===== src/rtl/debounce_edge_detect_pkg.sv =====
// Shared constants and helpers for the debounce / edge-detect block.
package debounce_edge_detect_pkg;

    // FSM state encoding; bit 0 set means a transition is being qualified.
    localparam logic [1:0] S_LOW       = 2'b00;
    localparam logic [1:0] S_RISE_WAIT = 2'b01;
    localparam logic [1:0] S_HIGH      = 2'b10;
    localparam logic [1:0] S_FALL_WAIT = 2'b11;

    // Debounce counter width: max(1, clog2(n)).
    function automatic int unsigned cnt_width(input int unsigned n);
        int unsigned w;
        w = $clog2(n);
        return (w < 32'd1) ? 32'd1 : w;
    endfunction

endpackage : debounce_edge_detect_pkg


===== src/rtl/debounce_edge_detect_sync_chain.sv =====
// Parameterized flop synchronizer for a single asynchronous input.
module sync_chain #(
    parameter int unsigned SYNC_STAGES = 2
) (
    input  logic clk,
    input  logic rst_n,
    input  logic din,
    output logic dout
);

    logic [SYNC_STAGES-1:0] sync_q;
    logic [SYNC_STAGES-1:0] sync_d;

    // Shift the raw input one stage further down the chain each cycle.
    always_comb begin
        sync_d = {sync_q[SYNC_STAGES-2:0], din};
    end

    // Chain registers with synchronous active-low reset.
    always_ff @(posedge clk) begin
        if (!rst_n) begin
            sync_q <= '0;
        end else begin
            sync_q <= sync_d;
        end
    end

    assign dout = sync_q[SYNC_STAGES-1];

endmodule : sync_chain


===== src/rtl/debounce_edge_detect.sv =====
// Debounces one raw asynchronous input into a clean level plus rise/fall strobes.
module debounce_edge_detect
    import debounce_edge_detect_pkg::*;
#(
    parameter int unsigned SYNC_STAGES     = 2,
    parameter int unsigned DEBOUNCE_CYCLES = 4
) (
    input  logic clk,
    input  logic rst_n,
    input  logic din_raw,
    output logic level,
    output logic rise,
    output logic fall,
    output logic busy
);

    localparam int unsigned        CNT_W   = cnt_width(DEBOUNCE_CYCLES);
    localparam logic [CNT_W-1:0]   CNT_MAX = CNT_W'(DEBOUNCE_CYCLES - 1);

    logic             din_sync;
    logic [1:0]       state_q, state_d;
    logic [CNT_W-1:0] cnt_q, cnt_d;
    logic             level_q, level_d;
    logic             rise_q, rise_d;
    logic             fall_q, fall_d;
    logic             busy_q, busy_d;

    sync_chain #(
        .SYNC_STAGES (SYNC_STAGES)
    ) u_sync_chain (
        .clk   (clk),
        .rst_n (rst_n),
        .din   (din_raw),
        .dout  (din_sync)
    );

    // Next-state, counter and output decode; counter holds at CNT_MAX on exit.
    always_comb begin
        state_d = state_q;
        cnt_d   = cnt_q;
        level_d = level_q;
        rise_d  = 1'b0;
        fall_d  = 1'b0;

        case (state_q)
            S_LOW: begin
                if (din_sync) begin
                    state_d = S_RISE_WAIT;
                    cnt_d   = '0;
                end
            end
            S_RISE_WAIT: begin
                if (!din_sync) begin
                    state_d = S_LOW;
                    cnt_d   = '0;
                end else if (cnt_q == CNT_MAX) begin
                    state_d = S_HIGH;
                    level_d = 1'b1;
                    rise_d  = 1'b1;
                end else begin
                    cnt_d = cnt_q + CNT_W'(1);
                end
            end
            S_HIGH: begin
                if (!din_sync) begin
                    state_d = S_FALL_WAIT;
                    cnt_d   = '0;
                end
            end
            S_FALL_WAIT: begin
                if (din_sync) begin
                    state_d = S_HIGH;
                    cnt_d   = '0;
                end else if (cnt_q == CNT_MAX) begin
                    state_d = S_LOW;
                    level_d = 1'b0;
                    fall_d  = 1'b1;
                end else begin
                    cnt_d = cnt_q + CNT_W'(1);
                end
            end
            default: begin
                state_d = S_LOW;
                cnt_d   = '0;
            end
        endcase

        busy_d = state_d[0];
    end

    // State, counter and output registers; reset drops everything without a strobe.
    always_ff @(posedge clk) begin
        if (!rst_n) begin
            state_q <= S_LOW;
            cnt_q   <= '0;
            level_q <= 1'b0;
            rise_q  <= 1'b0;
            fall_q  <= 1'b0;
            busy_q  <= 1'b0;
        end else begin
            state_q <= state_d;
            cnt_q   <= cnt_d;
            level_q <= level_d;
            rise_q  <= rise_d;
            fall_q  <= fall_d;
            busy_q  <= busy_d;
        end
    end

    assign level = level_q;
    assign rise  = rise_q;
    assign fall  = fall_q;
    assign busy  = busy_q;

endmodule : debounce_edge_detect

===== config.mk =====
export PLATFORM = sky130hd
export DESIGN_NAME = debounce_edge_detect
export DESIGN_NICKNAME = d
export VERILOG_FILES = /design/src/rtl/debounce_edge_detect_pkg.sv /design/src/rtl/debounce_edge_detect_sync_chain.sv /design/src/rtl/debounce_edge_detect.sv
export SDC_FILE = /design/constraint.sdc
export NUM_CORES = 1
export LEC_CHECK = 0
export BUFFER_PORTS_ARGS = -buffer_cell sky130_fd_sc_hd__buf_2
export CORE_AREA = 2 2 39 41
export CTS_CLUSTER_DIAMETER = 120
export DETAILED_ROUTE_END_ITERATION = 6
export DIE_AREA = 0 0 41 43
export HOLD_SLACK_MARGIN = 0.15
export PLACE_DENSITY = 0.48
export SYNTH_ARGS = -nofsm -noshare
export SYNTH_HDL_FRONTEND = slang
export SYNTH_HIERARCHICAL = 1
export SYNTH_SLANG_ARGS = --single-unit

===== constraint.sdc =====
create_clock -name clk -period 2.8 [get_ports clk]
set_clock_uncertainty 0.05 [all_clocks]
set_input_delay 0.28 -clock clk [delete_from_list [all_inputs] [get_ports clk]]
set_output_delay 0.28 -clock clk [all_outputs]
set_load 0.02 [all_outputs]

-- Word-level counts from Yosys, hierarchy flattened
Cells that the tools add are included.
- bits in registers: 9
- RAM bits: 0
- logic and storage cells: 48
- output and inout port bits: 4
- bits in latches: 0
- bits of input ports: 3
- memories: 0
- bits in read-only memories: 0
- $add $sub $neg: 1
- bitwise operators: 2
- div/mod/pow operators: 0
- reductions and logical operators: 7
- magnitude comparators: 0
- mux-type cells: 19
- multiply operators: 0
- equality and inequality tests: 12
- shift operators: 0
- operators with widths (operator ; number):
    2-to-1 mux 2 bit ; 11
    one-hot mux 2 bit (4 select lines) ; 2
    inequality test 2 bit (second input constant) ; 4
    == test 2 bit (second input constant) ; 3
    2-to-1 mux 1 bit ; 5
    AND reduction 5 bit ; 1
    inequality test 2 x 1 -> 1 bit (second input constant) ; 2
    AND reduction 4 bit ; 1
    inequality test 3 x 2 -> 1 bit (second input constant) ; 1
    inequality test 3 bit (second input constant) ; 1
    AND reduction 3 bit ; 1
    OR reduction 3 bit ; 1
    adder 2 x 1 -> 2 bit (second input constant) ; 1
    == test 2 x 1 -> 1 bit (second input constant) ; 1
    logical NOT 2 bit ; 1
    inverter 1 bit ; 2
    one-hot mux 1 bit (2 select lines) ; 1
    AND reduction 2 bit ; 1
    nonzero test 2 bit ; 1

-- Longest topological paths before layout
- word-level depth: 4
- gate-level depth with buffers: 3
- gate-level depth less buffers: 3

-- Cells and area by module
Netlist, hierarchy kept.
- by module, submodules not included (module ; area each (µm²) ; sequential area each (µm²) ; cells an instance ; instances):
    debounce_edge_detect ; 281.5 ; 140.1 ; 26 ; 1
    sync_chain ; 52.6 ; 40.0 ; 4 ; 1

-- Worst setup path before layout
Ideal clock, no wire load.
- kind: reg2reg
- start: register state_q[0]
- end: register level_q (netlist: level)
- clock period less this slack: 1.176 ns
- cell stages (with the launch flop): 4
- slack: 1.624 ns
- buffers on the path: 0
- library setup time: 0.076 ns
- arrival time: 1.050 ns
- data required time: 2.674 ns
- cell sequence: dfxtp_1 > a41oi_1 > or2_2 > a21boi_0
- word-level cells in the longest chain between the ends: 3
- elaborated cells on any way between the ends: 9
- those cells by class: 6 x eq/ne; 1 x mux; 2 x reduce/logical
- RTL lines (element ; RTL line ; text):
    from (decl) ; debounce_edge_detect.sv:21 ; logic [1:0] state_q, state_d;
    from (signal assigned) ; debounce_edge_detect.sv:101 ; state_q <= state_d;
    == test 2 x 1 -> 1 bit or == test 2 bit (tied branches) ; debounce_edge_detect.sv:45 ; case (state_q)
    inequality test 2 x 1 -> 1 bit (no source line), or another cell as far along ; - ;
    AND reduction 5 bit (no source line) ; - ;
    to (signal assigned) ; debounce_edge_detect.sv:103 ; level_q <= level_d;
    to (decl) ; debounce_edge_detect.sv:23 ; logic level_q, level_d;
Parallel ways exist; a longest one is shown, timed or not.
A chain may end at the register's enable or synchronous reset.

==> impl_metrics.yaml <==
timing:
  setup_viol: 0
  layout_worst_path_cycle_share_pct: 44.10
  tightest_slew_ns: 0.3114
  slew_viol_final: 0
  tns_ns: 0
  final_hold_viol_count: 0
  holdWs_ns: 0.1691
  max_freq_mhz: 809.8
  rsz0062_at_grt: "false"
  min_period_ns: 1.235
  relSlewSlack_pct: 79.17
pwr:
  total_power_w: 0.0002459
  p_int_w: 0.0001923
  pwr-share-comb_pct: 5.1
  switchingPower_w: 0.00005358
  p_sw_share_pct: 21.79
  vdd_ir_drop_max_mv: 0.1558
  power_density_nw_per_um2: 599.2
  p_leak_nw: 0.1642
  power_frac_seq_pct: 54.4
  power_frac_clock_pct: 40.5
status:
  outcome: "complete, no violations"
cts:
  cts_resized: 0
  cts_num_sinks: 9
  htreeDepth: 1
  numCtsBuffers: 3
  cts_tree: "built"
  cts_root_buf: "clkbuf_4"
  clk_latency_ns: 0.26
  clock_path_buffers: 2
  path_clk_slew_ns: 0.06
  postCtsHoldBufs: 0
  cts_setup_buffers: 0
yosys:
  synthTopCellsByCount: "dfxtp_1 (9), and2_1 (2), nand3_1 (2), nor3b_1 (2), or3b_1 (2)"
  netlist_area_um2: 334.1
  yosysWarnings: 6
  yosysTopAreaCellShare_pct: 53.93
  synth_edf_count: 0
  synth_cell_types: 18
  syn_nets: 33
  synth.most_common_cell: "dfxtp_1"
  async_flop_share_pct: 0
  ys_seq_area_share_pct: 53.93
  netlist_instances: 30
  synth.largest_area_cell: "dfxtp_1"
  synth_flop_cell: "dfxtp_1"
  synthTopCellsByArea: "dfxtp_1 (54%), or3b_1 (5.2%), nor3b_1 (4.5%)"
  syn_area_per_cell_um2: 11.14
  ys_seq_elements: 9
worst_setup_path:
  slowest_delay_ns: 0.44
  crit_required_ns: 2.47
  crit_arrival_ns: 0.90
  cp-start-kind: "register"
  r2r_setup_slack_ns: 1.62
  worstSetupEndpointType: "primary output"
  crit_chain: "buf_2"
  cp_slowest_cell: "dfxtp_1"
  path_class: "register to primary output"
  cp_num_buf_inv: 1
  cp_max_fo: 8
  critPathTopFamily: "flip-flops"
placement:
  portBuffers: 6
  place_congestion: 0.6592
  dp_hpwl_um: 399.5
floorplanning:
  core_area_um2: 1384
  rows: 14
  initial_core_util_pct: 24.14
  die_h_um: 43
  io_pins: 7
  dieWidth_um: 41
  die_area_um2: 1763
run:
  drv_cap: 0
layout:
  regArea_um2: 180.2
  area_growth_pct: 22.85
  finalNetCount: 44
  multi_input_area_um2: 153.9
  nFillCells: 150
  drive_gt1_share_pct: 30.00
  antenna_cells: 0
detailed_routing:
  post_drt_wl_per_cell_um: 10.25
  route.detailed.drc: 0
  firstDrtPassIters: 4
  via_per_inst: 4.893
  postRouteAntennaNets: 0
  vias: 274
  drt-total-wl_um: 574
  drt_iter0_markers: 5
global_route:
  grt_pass1_vias: 236
  grt_overflow: 0
  antenna_found_initial: 0
  track_usage_pct: 9.256
  grt_pass1_wl_um: 986
  grt_max_degree: 9
min_path:
  worst_hold_path_type: "input port to register"
-- final timing paths --
path	startpoint	endpoint	depth (start not counted)
max reg2reg	u_sync_chain/sync_q[1]	cnt_q[1]	3
max	state_q[0]	busy	1
min	din_raw	u_sync_chain/sync_q[0]	2
min reg2reg	u_sync_chain/sync_q[0]	u_sync_chain/sync_q[1]	1
-- layer usage --
metal  vias up  GRT usage, %  share of wire (%)
li1        129             -                  -
met3         0         7.853                9.6
met1       133         10.68                 43
met4         0         8.000                  0
met5         -             0                  0
met2        12         10.00                 47
-- power by group through the flow --
stage / Clock (W) / Combinational [W] / Sequential (W)
6_report: 0.0000996 / 0.0000124 / 0.000134
5_1_grt: 0.000115 / 0.0000136 / 0.000134
3_5_place_dp: 0 / 0.0000126 / 0.000137
2_1_floorplan: 0 / 0.00000553 / 0.000138
3_3_place_gp: 0 / 0.0000124 / 0.000137
4_1_cts: 0.000108 / 0.0000127 / 0.000134
-- area by class of cell --
type / instances / area share, %
flip-flops and latches: 9 / 43.90
multi-input cells: 21 / 37.50
repair buffers: 6 / 7.317
clock buffers: 4 / 6.402
well taps: 16 / 4.878
-- cell families (layout without fill, tap and decap cells) --
family | after synthesis | in the layout | share of synthesized area (%)
buf+inv | 0 | 10 | 0
mux | 1 | 1 | 2.996
simple gates | 13 | 13 | 26.22
compound gates | 6 | 6 | 14.23
xor+xnor | 1 | 1 | 2.622
flops | 9 | 9 | 53.93
-- metrics by stage --
stage | cells | util, % | area (µm²) | worst slack [ns]
floorplan | 30 | - | 334.1 | 1.624
global route | 56 | 29.66 | 410.4 | 1.476
global placement | 52 | 27.76 | 384.1 | 1.659
detailed placement | 52 | 27.76 | 384.1 | 1.643
CTS | 56 | 29.66 | 410.4 | 1.551
finish | 56 | 29.66 | 410.4 | 1.565
-- placed cells by master (no fill, tap or decap), drive strengths merged --
cell type and instances:
dfxtp 9, nor2b 1, o21ai 1, buf 6, a41oi 1, or3b 2
xor2 1, mux2i 1, nand4 1, clkbuf 4, nand2b 1, and3 1
o211ai 1, a21boi 3, nor3b 2, and2 2, or2 1, nand3 2
(Power assumes the default switching activity.)
